### src/rtl/kbtx_pkg.sv
// Shared constants, FSM state encoding and source-select values for the
// keyboard-matrix SPI transmitter.
package kbtx_pkg;

  localparam int NUM_KEYS = 40;
  localparam int KEY_W    = 6;

  typedef enum logic [2:0] {
    KBTX_IDLE  = 3'd0,
    KBTX_SETUP = 3'd1,
    KBTX_SHIFT = 3'd2,
    KBTX_HOLD  = 3'd3,
    KBTX_GAP   = 3'd4
  } kbtx_state_e;

  localparam logic SRC_A = 1'b0;
  localparam logic SRC_B = 1'b1;

  function automatic logic key_in_range(input logic [KEY_W-1:0] key);
    return key < KEY_W'(NUM_KEYS);
  endfunction

endpackage

### src/rtl/kbtx_rr_arb.sv
// Two-source round-robin arbiter: grants at most one key event per cycle,
// alternating between sources while both are requesting.
module kbtx_rr_arb
  import kbtx_pkg::*;
(
  input  logic             i_clk,
  input  logic             i_rst_n,
  input  logic             i_valid_a,
  input  logic [KEY_W-1:0] i_key_a,
  input  logic             i_press_a,
  input  logic             i_valid_b,
  input  logic [KEY_W-1:0] i_key_b,
  input  logic             i_press_b,
  input  logic             i_all_up,
  output logic             o_ready_a,
  output logic             o_ready_b,
  output logic             o_grant,
  output logic [KEY_W-1:0] o_key,
  output logic             o_press
);

  logic r_rr;
  logic w_ready_a;
  logic w_ready_b;
  logic w_both;

  assign w_both = i_valid_a && i_valid_b;

  // Grant decision; a matrix clear blocks both sources for its cycle.
  always_comb begin
    w_ready_a = 1'b0;
    w_ready_b = 1'b0;
    if (!i_rst_n || i_all_up) begin
      w_ready_a = 1'b0;
      w_ready_b = 1'b0;
    end else if (w_both) begin
      w_ready_a = (r_rr == SRC_A);
      w_ready_b = (r_rr == SRC_B);
    end else begin
      w_ready_a = i_valid_a;
      w_ready_b = i_valid_b;
    end
  end

  // Round-robin pointer flips only on contended grants.
  always_ff @(posedge i_clk) begin
    if (!i_rst_n) begin
      r_rr <= SRC_A;
    end else if (w_both && !i_all_up) begin
      r_rr <= ~r_rr;
    end
  end

  assign o_ready_a = w_ready_a;
  assign o_ready_b = w_ready_b;
  assign o_grant   = w_ready_a || w_ready_b;
  assign o_key     = w_ready_b ? i_key_b : i_key_a;
  assign o_press   = w_ready_b ? i_press_b : i_press_a;

endmodule

### src/rtl/kbmatrix_spi_tx.sv
// Live 5x8 key matrix fed by two arbitrated sources and shipped as a 40-bit SPI frame.
// Define KBTX_REFRESH_EN to also send a frame after REFRESH_CYC idle cycles.
module kbmatrix_spi_tx
  import kbtx_pkg::*;
#(
  parameter int CLK_DIV     = 4,
  parameter int REFRESH_CYC = 1_000_000
) (
  input  logic             i_clk,
  input  logic             i_rst_n,
  input  logic             i_valid_a,
  input  logic [KEY_W-1:0] i_key_a,
  input  logic             i_press_a,
  output logic             o_ready_a,
  input  logic             i_valid_b,
  input  logic [KEY_W-1:0] i_key_b,
  input  logic             i_press_b,
  output logic             o_ready_b,
  input  logic             i_all_up,
  output logic             o_spi_clk,
  output logic             o_spi_cs,
  output logic             o_spi_mosi,
  output logic             o_busy
);

  localparam int DIV_W = $clog2(CLK_DIV) + 1;
  localparam logic [2:0] S_IDLE  = KBTX_IDLE;
  localparam logic [2:0] S_SETUP = KBTX_SETUP;
  localparam logic [2:0] S_SHIFT = KBTX_SHIFT;
  localparam logic [2:0] S_HOLD  = KBTX_HOLD;
  localparam logic [2:0] S_GAP   = KBTX_GAP;

  logic                w_grant;
  logic                w_press;
  logic [KEY_W-1:0]    w_key;
  logic                w_key_ok;
  logic                w_start;
  logic                w_div_end;
  logic                w_gap_end;
  logic                w_refresh_hit;
  logic [NUM_KEYS-1:0] r_matrix;
  logic [NUM_KEYS-1:0] r_shift;
  logic                r_dirty;
  logic [2:0]          r_state;
  logic [DIV_W-1:0]    r_div;
  logic [KEY_W-1:0]    r_bit;
  logic                r_cs;
  logic                r_sck;
  logic                r_mosi;
  logic                r_busy;

  kbtx_rr_arb u_arb (
    .i_clk     (i_clk),
    .i_rst_n   (i_rst_n),
    .i_valid_a (i_valid_a),
    .i_key_a   (i_key_a),
    .i_press_a (i_press_a),
    .i_valid_b (i_valid_b),
    .i_key_b   (i_key_b),
    .i_press_b (i_press_b),
    .i_all_up  (i_all_up),
    .o_ready_a (o_ready_a),
    .o_ready_b (o_ready_b),
    .o_grant   (w_grant),
    .o_key     (w_key),
    .o_press   (w_press)
  );

  assign w_key_ok  = key_in_range(w_key);
  assign w_start   = (r_state == S_IDLE) && (r_dirty || w_refresh_hit);
  assign w_div_end = (r_div == DIV_W'(CLK_DIV - 1));
  assign w_gap_end = (r_div == DIV_W'(2 * CLK_DIV - 1));

  // A new event marks the matrix dirty even in the cycle a snapshot is taken.
  always_ff @(posedge i_clk) begin
    if (!i_rst_n) begin
      r_matrix <= '0;
      r_dirty  <= 1'b0;
    end else if (i_all_up) begin
      r_matrix <= '0;
      r_dirty  <= 1'b1;
    end else if (w_grant && w_key_ok) begin
      r_matrix[w_key] <= w_press;
      r_dirty         <= 1'b1;
    end else if (w_start) begin
      r_dirty <= 1'b0;
    end
  end

`ifdef KBTX_REFRESH_EN
  localparam int REF_W = $clog2(REFRESH_CYC + 1);
  logic [REF_W-1:0] r_refresh;

  assign w_refresh_hit = (r_refresh == REF_W'(REFRESH_CYC - 1));

  // Counts idle cycles since the last frame; held at zero while a frame runs.
  always_ff @(posedge i_clk) begin
    if (!i_rst_n) begin
      r_refresh <= '0;
    end else if (r_state == S_IDLE && !w_start) begin
      r_refresh <= r_refresh + REF_W'(1);
    end else begin
      r_refresh <= '0;
    end
  end
`else
  // Never true; keeps REFRESH_CYC referenced so both builds share one parameter list.
  assign w_refresh_hit = (REFRESH_CYC < 0);
`endif

  // Frame sequencer: key 0 leaves first; MOSI advances on each SCK fall.
  always_ff @(posedge i_clk) begin
    if (!i_rst_n) begin
      r_state <= S_IDLE;
      r_div   <= '0;
      r_bit   <= '0;
      r_shift <= '0;
      r_cs    <= 1'b1;
      r_sck   <= 1'b0;
      r_mosi  <= 1'b0;
      r_busy  <= 1'b0;
    end else begin
      case (r_state)
        S_IDLE: begin
          if (w_start) begin
            r_state <= S_SETUP;
            r_shift <= r_matrix;
            r_bit   <= '0;
            r_div   <= '0;
            r_cs    <= 1'b0;
            r_busy  <= 1'b1;
          end
        end
        S_SETUP: begin
          if (w_div_end) begin
            r_state <= S_SHIFT;
            r_div   <= '0;
            r_mosi  <= r_shift[0];
          end else begin
            r_div <= r_div + DIV_W'(1);
          end
        end
        S_SHIFT: begin
          if (!w_div_end) begin
            r_div <= r_div + DIV_W'(1);
          end else if (!r_sck) begin
            r_div <= '0;
            r_sck <= 1'b1;
          end else begin
            r_div <= '0;
            r_sck <= 1'b0;
            if (r_bit == KEY_W'(NUM_KEYS - 1)) begin
              r_state <= S_HOLD;
              r_mosi  <= 1'b0;
            end else begin
              r_bit   <= r_bit + KEY_W'(1);
              r_shift <= {1'b0, r_shift[NUM_KEYS-1:1]};
              r_mosi  <= r_shift[1];
            end
          end
        end
        S_HOLD: begin
          if (w_div_end) begin
            r_state <= S_GAP;
            r_div   <= '0;
            r_cs    <= 1'b1;
          end else begin
            r_div <= r_div + DIV_W'(1);
          end
        end
        S_GAP: begin
          if (w_gap_end) begin
            r_state <= S_IDLE;
            r_div   <= '0;
            r_busy  <= 1'b0;
          end else begin
            r_div <= r_div + DIV_W'(1);
          end
        end
        default: begin
          r_state <= S_IDLE;
          r_div   <= '0;
          r_cs    <= 1'b1;
          r_sck   <= 1'b0;
          r_mosi  <= 1'b0;
          r_busy  <= 1'b0;
        end
      endcase
    end
  end

  assign o_spi_cs   = r_cs;
  assign o_spi_clk  = r_sck;
  assign o_spi_mosi = r_mosi;
  assign o_busy     = r_busy;

endmodule

### config.mk
export PLATFORM = sky130hd
export DESIGN_NAME = kbmatrix_spi_tx
export DESIGN_NICKNAME = d
export VERILOG_FILES = /design/src/rtl/kbtx_pkg.sv /design/src/rtl/kbtx_rr_arb.sv /design/src/rtl/kbmatrix_spi_tx.sv
export SDC_FILE = /design/constraint.sdc
export NUM_CORES = 1
export LEC_CHECK = 0
export ABC_AREA = 0
export BUFFER_PORTS_ARGS = -buffer_cell sky130_fd_sc_hd__buf_4
export CORE_UTILIZATION = 30
export CTS_BUF_LIST = sky130_fd_sc_hd__clkbuf_2 sky130_fd_sc_hd__clkbuf_4 sky130_fd_sc_hd__clkbuf_8
export DETAILED_ROUTE_END_ITERATION = 10
export RECOVER_POWER = 50
export SKIP_CTS_REPAIR_TIMING = 1
export SLEW_MARGIN = 0
export SYNTH_ARGS = -nofsm -noshare
export SYNTH_HDL_FRONTEND = slang
export SYNTH_SLANG_ARGS = --single-unit
export TNS_END_PERCENT = 30
### constraint.sdc
create_clock -name i_clk -period 2.5 [get_ports i_clk]
set_clock_uncertainty 0.1 [all_clocks]
set_input_delay 0.25 -clock i_clk [delete_from_list [all_inputs] [get_ports i_clk]]
set_output_delay 0.25 -clock i_clk [all_outputs]
set_load 0.03 [all_outputs]
; ---- Word level (Yosys, flattened, before mapping)
; Index checks and enable logic that the tools add are counted.
; Widths: inputs -> output; s select.
[totals]
ff_bits = 98
latchBits = 0
mem_bits_rw = 0
romBits = 0
output_inout_bits = 6
word_cells = 107
mem_count = 0
[op_classes]
add_sub_neg = 2
multipliers = 0
n_div = 0
order_cmp = 3
n_eq_ne = 15
shift = 0
muxes = 47
bitwise = 6
reduce_logical = 23
[ops]
columns = operator, n
row1 = $mux 40, 4
row2 = $pmux 40 s2, 1
row3 = $bwmux 40, 1
row4 = $mux 3, 10
row5 = $mux 6, 5
row6 = $mux 1, 18
row7 = $ne 2x2->1 const B, 8
row8 = $pmux 3 s5, 1
row9 = $pmux 6 s2, 1
row10 = $eq 3x2->1 const B, 3
row11 = $pmux 1 s3, 3
row12 = $pmux 3 s3, 1
row13 = $reduce_or 3->1, 3
row14 = $lt 6x7->1 const B, 1
row15 = $reduce_and 7->1, 1
row16 = $add 6x1->6 const B, 1
row17 = $demux 1 s6, 1
row18 = $eq 3x3->1 const B, 2
row19 = $eq 6x6->1 const B, 1
row20 = $ge 6x1->1 const B, 1
row21 = $lt 6x6->1 const B, 1
row22 = $not 1->1, 6
row23 = $reduce_and 3->1, 2
row24 = $logic_and 1x1->1, 5
row25 = 13 further kinds, 15

; ---- Logic depth before layout (Yosys ltp)
[logic_depth]
depth_word = 9
ltp_mapped = 9
mapped_depth_nobuf = 6

; ---- By module
; A second synthesis with hierarchy kept.
[hier_totals]
hier_cells = 560
area_unflattened_um2 = 4785.8
[modules_own_cells]
columns = module, instances, cells_per_inst, area_each_um2
row1 = kbmatrix_spi_tx, 1, 542, 4584.4
row2 = kbtx_rr_arb, 1, 18, 201.4

; ---- Worst setup path before layout
; No wires, ideal clock.
[synth_path]
path_type = register -> register
startpoint = register r_div[0]
endpoint = register r_shift[0]
setup_ps = 72
arrival_ps = 1867
path_slack_ps = 461
path_stages_with_launch = 10
n_path_buf = 3
cell_sequence = dfxtp_1 ha_1 ha_1 buf_2 and3_1 a21boi_2 o21ai_1 buf_2 buf_4 mux2i_1
[synth_between]
elab_chain_cells = 3
[synth_rtl]
columns = element, line
row1 = "start, declared", kbmatrix_spi_tx.sv:45  ; logic [DIV_W-1:0] r_div;
row2 = "start signal, assigned", kbmatrix_spi_tx.sv:140  ; r_div <= r_div + DIV_W'(1);
row3 = "start signal, assigned", kbmatrix_spi_tx.sv:145  ; r_div <= r_div + DIV_W'(1);
row4 = "start signal, assigned", kbmatrix_spi_tx.sv:168  ; r_div <= r_div + DIV_W'(1);
row5 = $eq 3x2->1, kbmatrix_spi_tx.sv:71  ; assign w_div_end = (r_div == DIV_W'(CLK_DIV - 1));
row6 = $ne 2x2->1 (no source line), n/a
row7 = $reduce_and 5->1 (no source line), n/a
row8 = "end signal, assigned", kbmatrix_spi_tx.sv:127  ; r_shift <= r_matrix;
row9 = "end signal, assigned", kbmatrix_spi_tx.sv:157  ; r_shift <= {1'b0, r_shift[NUM_KEYS-1:1]};
row10 = "end, declared", kbmatrix_spi_tx.sv:42  ; logic [NUM_KEYS-1:0] r_shift;
; Every way passes these cells.
; A chain may end at the register's enable or synchronous reset.

; ---- Worst setup path in the final report
[layout_path]
startpoint = register r_div[0]
endpoint = register r_shift[12]
; The elaborated chain is that of the path after synthesis.

==> impl_results.md <==
- Pins Over Slew Limit: 0
- Source-to-sink clock delay at the later pin of the worst-skew pair: 380 ps
- Crit-path most repeated cell: ha_1
- Highest clock frequency the design can meet: 446 MHz
- Max VDD drop: 0.000242 V
- Worst path arrival time: 2450 ps
- Sequential Area: 0.00196 sq mm
- Cell area after technology mapping: 0.00604 sq mm
- Type of destination of the critical path: register
- Multi-input logic area: 0.00358 sq mm
- Number of rows in the core area: 51
- Antenna cells: 0
- DIE HEIGHT: 144 um
- Worst setup SP type: register
- CTS tree: built
- Hold Crit Class: input pin to register
- Maximum cell stage delay along the critical path: 450 ps
- Unrepaired setup endpoints after global routing: false
- GRT Overall Usage: 0.146
- Vias in the first global route: 4533
- Reported max-cap violation count: 0
- Worst slack on hold paths: 53.7 ps
- Number of remaining DRC errors: 0
- Number of iterations in the first detailed-routing pass: 5
- Area fraction of the dominant cell type after synthesis: 0.325
- Count of filler cells inserted in the layout: 2098
- Grt total ovfl: 0
- Number of DRC markers after the initial detailed-route iteration: 357
- Cells after Synth: 690
- Worst-path cell chain: ha_1 -> ha_1 -> and3_1 -> a21boi_2 -> o21ai_4 -> buf_6 -> mux2i_1
- Worst slew slack as a fraction of its limit: 0.496
- Leakage power of the design: 2.32 nW
- Register area share after synthesis: 0.325
- Number of synthesized register bits: 98
- Die Wd: 144 um
- DR vias: 4862
- Portion of the clock cycle consumed by the worst path in the final layout: 0.896
- Post-Route WL: 14300 um
- Dominant register cell in the synthesized netlist: dfxtp_1
- Power after layout: 2.90 mW
- Largest fanout on the critical path: 45
- # port buffers: 24
- Placement-stage worst setup slack: 415 ps
- Number of buffers inserted during clock tree synthesis: 9
- Area overhead of the layout relative to synthesis: 5.57%
- Async set-reset flop share out of synthesis: 0
- Yosys top cell by area: dfxtp_1
- # IOs: 25
- Synth cell types: 67
- Maximum number of pins on one net before global-route repair: 64
- Proportion of layout cells with a drive suffix above 1: 0.177
- Largest delay share family, worst path: buffers and inverters
- Clk buf depth: 2
- Clock transition time at the flip-flop clock pins of the worst setup and hold paths: 100 ps
- Number of synthesized flops with an enable pin: 0
- Initial antenna violation count: 0
- Area inside the core boundary: 0.0196 sq mm
- Routability-driven placement congestion ratio: 0.850
- Final setup margin: 260 ps
- Overall die area: 0.0207 sq mm
- Buffer and inverter count on the worst path: 1
- Mean area per synthesized cell: 8.75 sq um
- Detail Placement HPWL: 9610 um
- Number of failing setup endpoints in the final timing report: 0
- Result of the run: finished, final reports clean
- Global-route wire length before repair: 23500 um
- Required time of the worst setup path: 2710 ps
- Worst Setup Path Type: register to register
- Starting density of the core: 0.308
- Synth Net Count: 714
- Detail-routed via count per cell: 5.16
- Library cell contributing the largest single delay on the critical path: buf_6
- Routed wire per std cell: 15.2 um
- Clk sinks: 98
- Power per standard cell area: 455 mW/mm^2
- Cell types with the largest area share after synthesis: dfxtp_1 32%, mux2i_1 13%, nand2_1 8.4%
- Synthesis warning total: 0
- Number of H-tree branching levels: 3
- Transition at the pin with the smallest max-transition slack: 749 ps
- Final Net Count: 697
- Final hold violation count: 0
- Tmin final: 2240 ps
- ANT nets after route: 0
- Setup total negative slack: 0 ps
- Root buffer cell: clkbuf_8
-- Yosys cell counts (all sizes together) (3+ instances only) --
library cell,instances
nor2,12
and3b,3
or3b,6
o221a,3
a21boi,3
and2,4
nand3b,11
nor3,13
o211ai,15
clkbuf,34
nand2,135
o22ai,15
mux2i,78
inv,12
nor3b,14
mux2,40
nand3,10
buf,32
o21ai,24
o21a,3
dfxtp,98
a21oi,27
a221oi,4
nor2b,3
a2111oi,5
nor4,14
ha,5
nand2b,3
a211oi,15
nor4b,3
or2,4
nand4,14
or3,5
-- worst register-to-register path: stages (launching register included) --
cell	delay (ps)
dfxtp_1	330
ha_1	240
ha_1	210
and3_1	190
a21boi_2	190
o21ai_4	160
buf_6	450
mux2i_1	300
-- kinds of logic (layout without fill, tap and decap cells) --
group / count (synthesis) / after routing / share of synthesized area
and+or+nand+nor: 264 / 264 / 0.228
AOI/OAI and AO/OA: 124 / 124 / 0.145
muxes: 118 / 118 / 0.204
DFF: 98 / 98 / 0.325
buffers and inverters: 79 / 67 / 0.0853
adders and majority gates: 5 / 5 / 0.0104
xor gates and xnor gates: 2 / 2 / 0.00290
-- metal layers --
layer / vias to the layer above / wire [um] / GRT usage
li1: 2450 / - / -
met1: 2281 / 7000 / 0.191
met2: 113 / 6360 / 0.227
met3: 18 / 722 / 0.0437
met4: 0 / 257 / 0.0465
met5: - / 0 / 0
-- final timing paths --
check                   start           to  slack (ps)  cells after the start
setup / recovery     r_div[0]  r_shift[12]         260                      7
hold / removal        i_rst_n   u_arb.r_rr          50                      2
setup reg to reg     r_div[0]  r_shift[12]         260                      7
hold reg to reg   r_shift[18]  r_shift[18]         360                      2
-- layout make-up --
cell class / count / share of cell area
clock buffers: 11 / 0.0218
clock inverters: 5 / 0.00628
inverters: 12 / 0.00706
multi-input cells: 513 / 0.561
flip-flops and latches: 98 / 0.308
well taps: 265 / 0.0520
repair buffers: 39 / 0.0443
-- cell usage in the layout (no fill, tap or decap), types with 9 or more instances in the layout --
master | Yosys | routed
dfxtp_1 | 98 | 98
o21ai_0 | 18 | 19
nand3_1 | 10 | 10
nand4_1 | 14 | 14
o211ai_1 | 15 | 15
nand2_1 | 135 | 135
buf_4 | 5 | 30
o22ai_1 | 15 | 15
nor3_1 | 11 | 11
nor3b_1 | 14 | 13
mux2_2 | 40 | 40
mux2i_1 | 78 | 78
clkbuf_8 | 11 | 9
a211oi_1 | 15 | 15
nor2_1 | 12 | 12
nand3b_1 | 10 | 10
nor4_1 | 14 | 14
inv_1 | 11 | 11
a21oi_1 | 27 | 27
-- stage by stage --
step	util	cell area, sq um	instances
CTS	0.328	6420	943
detailed placement	0.318	6240	927
global placement	0.318	6240	927
global route	0.326	6380	943
floorplan	-	6040	690
finish	0.326	6380	943
-- power by group --
part	switching, mW	total, mW	internal [mW]
logic	0.241	0.355	0.114
registers	0.0148	1.58	1.57
clock network	0.576	0.965	0.389
total	0.831	2.90	2.07
-- flip-flops by register name, indices dropped and copies added (netlist names), 3 cells and up --
register and cells:
r_state 3, r_bit 6, r_shift 40, r_matrix 40, r_div 3
No activity file was read; power rests on OpenSTA's default activity.
